### config.mk
export PLATFORM = sky130hd
export DESIGN_NAME = veggie_round_controller
export DESIGN_NICKNAME = d
export VERILOG_FILES = /design/src/rtl/veggie_pkg.sv /design/src/rtl/veggie_round_controller_frame_timer.sv /design/src/rtl/veggie_round_controller.sv
export SDC_FILE = /design/constraint.sdc
export NUM_CORES = 1
export LEC_CHECK = 0
export ABC_CLOCK_PERIOD_IN_PS = 4600
export BUFFER_PORTS_ARGS = -buffer_cell sky130_fd_sc_hd__buf_2
export CAP_MARGIN = 20
export CORE_MARGIN = 3
export CORE_UTILIZATION = 40
export CTS_BUF_LIST = sky130_fd_sc_hd__clkbuf_4 sky130_fd_sc_hd__clkbuf_8
export DETAILED_ROUTE_END_ITERATION = 8
export HOLD_SLACK_MARGIN = 0.06
export PLACE_DENSITY = 0.62
export SETUP_SLACK_MARGIN = 0.5
export SYNTH_ARGS = -nofsm -noshare
export SYNTH_HDL_FRONTEND = slang
export SYNTH_HIERARCHICAL = 1
export SYNTH_SLANG_ARGS = --single-unit
### constraint.sdc
create_clock -name clk_in -period 4.6 [get_ports clk_in]
set_input_delay 0.46 -clock clk_in [delete_from_list [all_inputs] [get_ports clk_in]]
set_output_delay 0.46 -clock clk_in [all_outputs]
set_load 0.02 [all_outputs]
### src/rtl/veggie_pkg.sv
// Shared types and screen constants for the veggie game loop.
package veggie_pkg;

  localparam int unsigned SCREEN_W      = 1024;
  localparam int unsigned SCREEN_H      = 768;
  localparam int unsigned SPAWN_X_BASE  = 256;
  localparam int unsigned BOTTOM_MARGIN = 12;
  localparam int unsigned TIMER_W       = 8;

  typedef enum logic [2:0] {
    ST_IDLE,
    ST_SPAWN,
    ST_FLY,
    ST_SLICED,
    ST_WAIT,
    ST_OVER
  } veggie_state_t;

endpackage

### src/rtl/veggie_round_controller_frame_timer.sv
// Loadable down-counter of frame strobes; saturates at zero and flags when empty.
module frame_timer #(
  parameter int unsigned W = 8
) (
  input  logic         clk_in,
  input  logic         rst_in,
  input  logic         load,
  input  logic [W-1:0] load_val,
  input  logic         tick,
  output logic [W-1:0] count,
  output logic         done
);

  // Load takes priority; otherwise each tick counts down until zero.
  always_ff @(posedge clk_in) begin
    if (rst_in) begin
      count <= '0;
      done  <= 1'b1;
    end else if (load) begin
      count <= load_val;
      done  <= (load_val == '0);
    end else if (tick && (count != '0)) begin
      count <= count - W'(1);
      done  <= (count == W'(1));
    end
  end

endmodule

### src/rtl/veggie_round_controller.sv
// Per-veggie life cycle: spawn, flight, slice/miss detection, score and lives.
module veggie_round_controller #(
  parameter int unsigned SCREEN_H       = veggie_pkg::SCREEN_H,
  parameter int unsigned VEG_H          = 64,
  parameter int unsigned MIN_AIR_FRAMES = 16,
  parameter int unsigned RESPAWN_FRAMES = 30,
  parameter int unsigned MAX_LIVES      = 3
) (
  input  logic        clk_in,
  input  logic        rst_in,
  input  logic        frame_done_in,
  input  logic        start_in,
  input  logic [15:0] random_in,
  input  logic        hit_in,
  input  logic [9:0]  veggie_y_in,
  output logic        load_out,
  output logic [10:0] spawn_x_out,
  output logic [9:0]  spawn_y_out,
  output logic [2:0]  x_vel_out,
  output logic        split_out,
  output logic        veggie_gone_out,
  output logic [7:0]  score_out,
  output logic [1:0]  lives_out,
  output logic        game_over_out
);

  import veggie_pkg::*;

  localparam int unsigned BOTTOM_Y = SCREEN_H - VEG_H - BOTTOM_MARGIN;

  veggie_state_t state;

  logic [TIMER_W-1:0] air_count;
  logic [TIMER_W-1:0] wait_count;
  logic               air_done;
  logic               wait_done;
  logic               air_load_c;
  logic               air_tick_c;
  logic               wait_load_c;
  logic               wait_tick_c;
  logic               air_last_c;
  logic               wait_last_c;
  logic               at_bottom_c;
  logic               unused_random_c;

  // Spawn row is a fixed line just above the bottom bound.
  assign spawn_y_out = 10'(BOTTOM_Y - 1);

  // Only the low 12 LFSR bits shape position and velocity.
  assign unused_random_c = ^random_in[15:12];

  // Timer controls: each timer is held loaded until its state is active.
  always_comb begin
    air_load_c  = (state != ST_FLY);
    air_tick_c  = (state == ST_FLY) && frame_done_in;
    wait_load_c = (state != ST_WAIT);
    wait_tick_c = (state == ST_WAIT) && frame_done_in;
    // This strobe completes (or has completed) the minimum airtime.
    air_last_c  = air_done || (air_count == TIMER_W'(1));
    // This strobe is the last respawn frame.
    wait_last_c = wait_done || (wait_count == TIMER_W'(1));
    at_bottom_c = (veggie_y_in >= 10'(BOTTOM_Y));
  end

  frame_timer #(.W(TIMER_W)) u_air_timer (
    .clk_in   (clk_in),
    .rst_in   (rst_in),
    .load     (air_load_c),
    .load_val (TIMER_W'(MIN_AIR_FRAMES)),
    .tick     (air_tick_c),
    .count    (air_count),
    .done     (air_done)
  );

  frame_timer #(.W(TIMER_W)) u_wait_timer (
    .clk_in   (clk_in),
    .rst_in   (rst_in),
    .load     (wait_load_c),
    .load_val (TIMER_W'(RESPAWN_FRAMES)),
    .tick     (wait_tick_c),
    .count    (wait_count),
    .done     (wait_done)
  );

  // Round state machine with registered outputs; pulses default low each cycle.
  always_ff @(posedge clk_in) begin
    if (rst_in) begin
      state           <= ST_IDLE;
      load_out        <= 1'b0;
      split_out       <= 1'b0;
      veggie_gone_out <= 1'b1;
      spawn_x_out     <= 11'(512);
      x_vel_out       <= 3'd0;
      score_out       <= 8'd0;
      lives_out       <= 2'd0;
      game_over_out   <= 1'b0;
    end else begin
      load_out  <= 1'b0;
      split_out <= 1'b0;
      case (state)
        ST_IDLE, ST_OVER: begin
          if (start_in) begin
            score_out     <= 8'd0;
            lives_out     <= 2'(MAX_LIVES);
            game_over_out <= 1'b0;
            state         <= ST_SPAWN;
          end
        end
        ST_SPAWN: begin
          spawn_x_out     <= 11'(SPAWN_X_BASE) + 11'(random_in[8:0]);
          x_vel_out       <= random_in[11:9];
          load_out        <= 1'b1;
          veggie_gone_out <= 1'b0;
          state           <= ST_FLY;
        end
        ST_FLY: begin
          if (frame_done_in) begin
            if (hit_in) begin
              // A hit wins over a bottom crossing in the same frame.
              split_out <= 1'b1;
              if (score_out != 8'hFF) score_out <= score_out + 8'd1;
              state <= ST_SLICED;
            end else if (air_last_c && at_bottom_c) begin
              lives_out       <= lives_out - 2'd1;
              veggie_gone_out <= 1'b1;
              if (lives_out == 2'd1) begin
                game_over_out <= 1'b1;
                state         <= ST_OVER;
              end else begin
                state <= ST_WAIT;
              end
            end
          end
        end
        ST_SLICED: begin
          if (frame_done_in && at_bottom_c) begin
            veggie_gone_out <= 1'b1;
            state           <= ST_WAIT;
          end
        end
        ST_WAIT: begin
          if (frame_done_in && wait_last_c) state <= ST_SPAWN;
        end
        default: state <= ST_IDLE;
      endcase
    end
  end

endmodule

Yosys cells after proc, flatten, opt, wreduce, memory -nomap -nowiden

Index checks and enable logic that the tools add are counted.

Register bits after elaboration: 49
Input bits: 31
Output and inout port bits: 38
Word-level logic and storage cells: 108

Add/subtract/negate cells: 5
Order comparisons: 1
Eq/ne operators: 21
Multiplexer cells: 39
Bitwise logic cells: 2
Reduce and logical (&&, ||, !) cells: 25

Operators with widths:

| cell                 | count |
|---|---|
| $mux 8               | 4 |
| $mux 5               | 4 |
| $reduce_and 5->1     | 4 |
| $mux 3               | 6 |
| $eq 8x1->1 const B   | 2 |
| $mux 1               | 16 |
| $pmux 8 s2           | 1 |
| $reduce_bool 8->1    | 2 |
| $sub 8x1->8 const B  | 2 |
| $pmux 3 s5           | 1 |
| $add 9x9->10 const A | 1 |
| $ge 10x10->1 const B | 1 |
| $ne 2x2->1 const B   | 5 |
| $add 8x1->8 const B  | 1 |
| $mux 2               | 4 |
| $ne 2x1->1 const B   | 4 |
| $ne 8x8->1 const B   | 1 |
| $logic_and 1x1->1    | 7 |
| $eq 3x2->1 const B   | 2 |
| $eq 3x3->1 const B   | 2 |
| $ne 3x2->1 const B   | 2 |
| $reduce_and 6->1     | 1 |
| $reduce_bool 2->1    | 3 |
| $reduce_or 2->1      | 3 |
| other kinds (12)     | 14 |

Longest topological paths before layout

Word-level depth: 7
Depth in mapped cells: 8
Mapped depth without buffers: 7

Modules after synthesis

Netlist, hierarchy kept.

By module, submodules not included:

| module                  | instances | cells each | area each (µm²) | sequential area each (µm²) |
|---|---|---|---|---|
| veggie_round_controller | 1         | 190        | 1581.5          | 600.6 |
| frame_timer             | 2         | 68         | 576.8           | 180.2 |

Worst setup path after synthesis

OpenSTA, ideal clock, no wires.

Path kind: flip-flop to flip-flop
Start: register state[0]
End: register u_wait_timer.count[7]
Library setup time: 0.137 ns
Arrival: 2.051 ns
Data required time: 4.463 ns
Path slack: 2.411 ns
Stages on the path, launching flop included: 8
Buffers on the path: 1
Period minus slack after synthesis: 2.189 ns
Cell sequence: dfxtp_1 buf_4 or3b_2 nor2_1 or3b_2 nor3_1 mux2i_1 a211oi_1

Elaborated cells on any way between the ends: 5
Classes of those cells: eq/ne: 2; reduce/logical: 3

RTL lines:

| element                   | RTL line                                  | text |
|---|---|---|
| from (decl)               | veggie_round_controller.sv:31             | `veggie_state_t state;` |
| from (signal assigned)    | veggie_round_controller.sv:88             | `state <= ST_IDLE;` |
| from (signal assigned)    | veggie_round_controller.sv:106            | `state <= ST_SPAWN;` |
| from (signal assigned)    | veggie_round_controller.sv:114            | `state <= ST_FLY;` |
| $ne 3x3->1                | veggie_round_controller.sv:56             | `wait_load_c = (state != ST_WAIT);` |
| named net wait_load_c     | veggie_round_controller.sv:39             | `logic wait_load_c;` |
| $reduce_or 2->1 (no line) | -                                         |  |
| to (signal assigned)      | veggie_round_controller_frame_timer.sv:20 | `count <= load_val;` |
| to (signal assigned)      | veggie_round_controller_frame_timer.sv:23 | `count <= count - W'(1);` |
| to (decl)                 | veggie_round_controller_frame_timer.sv:10 | `output logic [W-1:0] count,` |

The timed path passes the listed nets, and every way through them passes these cells.
A chain may end at the register's enable or synchronous reset.

Worst setup path in the final report

Start: register state[2]
End: register u_wait_timer.count[7]

Same word-level chain as after synthesis.

==> impl_metrics.tcl <==
set metrics [dict create \
    status "completed" \
    ctsHoldBuffers 0 \
    arrival_ns 2.70 \
    port_buffers 51 \
    clock_path_buffers 2 \
    grt_pass1_vias 2140 \
    die_w_um 88.7 \
    dr.pass1.iters 6 \
    crit_start "state[2]$_SDFFE_PP0P_" \
    clkSinkCount 48 \
    core_region_area_mm2 0.00649 \
    ios 69 \
    cts_tree "built" \
    cts-resized-gates 0 \
    setup_viol 0 \
    r2r_start "state[2]$_SDFFE_PP0P_" \
    drv_cap 0 \
    fillers 648 \
    yosysTopAreaCell "dfxtp_1" \
    ys_types 51 \
    period_share 0.553 \
    placedCellCount 472 \
    syn_avg_cell_area_um2 8.39 \
    setup_tns_ns 0 \
    stdcell_count 480 \
    worst_pin_slew_ns 0.863 \
    wl_per_cell_um 12.3 \
    ir_worst_vdd_mv 0.249 \
    synth_top_area_share 0.351 \
    dpl.hpwl_mm 4.23 \
    p_leak_uw 0.00134 \
    yosysSeqAreaShare 0.351 \
    slew_headroom 0.424 \
    crit_type "reg2reg" \
    insertion_delay_ns 0.30 \
    area_growth_pct 17.9 \
    antenna_found_initial 0 \
    n_antenna_cell 0 \
    num_rows 29 \
    grt_max_degree 47 \
    vias_per_cell 5.09 \
    die_h_um 88.7 \
    overflow 0 \
    fp.dieArea_mm2 0.00787 \
    hold_violations 0 \
    final_core_util 0.496 \
    worstSetupStartpointType "register" \
    hp-start "random_in[7]" \
    cts_max_level 2 \
    synth_area_mm2 0.00274 \
    layout-drive-gt1-share 0.184 \
    cts_root_buf "clkbuf_8" \
    slew_violations 0 \
    nets 441 \
    grt_use_total 0.158 \
    gp_congestion 0.807 \
    worstPathMaxFanout 12 \
    ys_warn_count 6 \
    finalWirelength_mm 5.90 \
    ys_ff_latch 48 \
    cts.clk_slew.worst_paths_ns 0.10 \
    max_freq_mhz 393 \
    synth-edff-count 0 \
    powerDensity_mw_per_mm2 464 \
    ys.flop_type "dfxtp_1" \
    vias 2441 \
    grt_setup_unrepaired "no" \
    start_util 0.421 \
    finalCriticalPeriod_ns 2.54 \
    grt_pass1_wl_mm 9.98 \
    cts_made_buffers 5 \
    required_ns 4.76 \
    hp-class "in2reg" \
    critPathCaptureType "register" \
    synthTopCellsByArea "dfxtp_1, nor2_1, a21oi_1" \
    drc 0 \
    antenna_left 0 \
    synth_async_sr_flop_share 0 \
    cts_setup_buffers 0 \
    synthCells 326 \
    drt_iter0_drc 102 \
    finClkSkew_ns 0.00584 \
]
==> final cells by class <==
cell class | instances | area, um^2 | share of cell area
clock inverters | 3 | 46.3 | 0.0144
well taps | 77 | 96.3 | 0.0299
multi-input cells | 282 | 1740 | 0.540
inverters | 13 | 48.8 | 0.0151
flip-flops and latches | 48 | 961 | 0.298
repair buffers | 52 | 263 | 0.0815
clock buffers | 5 | 68.8 | 0.0213
==> cell usage in the layout, fill, tap and decap left out, types with 5 or more instances in the layout <==
| master | instances |
|---|---|
| a211oi_1 | 13 |
| or3_1 | 6 |
| nand2_1 | 32 |
| buf_2 | 51 |
| inv_1 | 12 |
| a21oi_1 | 25 |
| nand3_1 | 7 |
| mux2i_1 | 6 |
| nor2_1 | 35 |
| dfxtp_1 | 48 |
| conb_1 | 41 |
| ha_1 | 8 |
| nor2b_1 | 6 |
| xnor2_1 | 14 |
| nor3_1 | 14 |
| clkbuf_8 | 5 |
| o21ai_0 | 7 |
==> worst paths after layout <==
| kind | endpoint | slack, ns | depth (start not counted) |
|---|---|---|---|
| setup / recovery | u_wait_timer/count[7]$_SDFFE_PP0P_ | 2.06 | 6 |
| hold / removal | spawn_x_out[7]$_SDFFE_PP0N_ | 0.38 | 3 |
| setup reg to reg | u_wait_timer/count[7]$_SDFFE_PP0P_ | 2.06 | 6 |
| hold reg to reg | x_vel_out[1]$_SDFFE_PP0N_ | 0.46 | 2 |
==> logic make-up after synthesis <==
family                   synth area share
multiplexers                       0.0220
AO/OA/AOI/OAI                       0.188
buffers and inverters              0.0659
adder cells (fa/ha/maj)            0.0366
other                             0.00275
flip-flops                          0.351
AND/OR/NAND/NOR                     0.289
XOR/XNOR                           0.0448
==> metal layers <==
layer,global-route usage,up-vias,share of wire
li1,-,1282,-
met1,0.219,1110,0.50
met2,0.247,45,0.46
met3,0.0363,4,0.035
met4,0.0440,0,0.0092
met5,0,-,0
==> synthesized netlist by cell type, types with 6 or more instances <==
master,instances
dfxtp_1,48
nor2_1,35
nand2_1,32
a21oi_1,25
nor3_1,14
xnor2_1,14
a211oi_1,13
buf_4,13
inv_1,12
clkbuf_1,9
ha_1,8
nand3_1,7
o21ai_0,7
mux2i_1,6
nor2b_1,6
or3_1,6
==> metrics by stage <==
stage / area (um^2) / hold slack [ns] / worst slack (ns) / total power, uW
after global routing: 3220 / 0.371 / 1.90 / 1620
after detailed placement: 3110 / 0.446 / 2.10 / 1190
after global placement: 3110 / 0.439 / 2.12 / 1180
after CTS: 3220 / 0.370 / 2.07 / 1510
final: 3220 / 0.383 / 2.06 / 1490
after floorplan: 2880 / 0.510 / 2.41 / 1060
==> registers in the layout (all words and copies together) (netlist names) <==
name	cells
veggie_gone_out	1
u_air_timer/done	1
x_vel_out	3
score_out	8
load_out	1
state	3
game_over_out	1
u_air_timer/count	8
spawn_x_out	10
u_wait_timer/done	1
split_out	1
lives_out	2
u_wait_timer/count	8
==> worst max-delay path, cell delays in order (launching register included) <==
cell      delay, ns
dfxtp_1        0.59
or3b_2         0.60
nor2_1         0.23
or3b_2         0.49
nor3_1         0.19
mux2i_1        0.21
a211oi_1       0.08
==> where the power goes <==
part	switching (uW)	total (uW)	leakage [uW]	internal, uW
logic	345	575	0.000890	231
clock network	151	315	0.0000548	164
registers	104	604	0.000395	500
total	601	1490	0.00134	894
No activity file was read; power rests on OpenSTA's default activity.
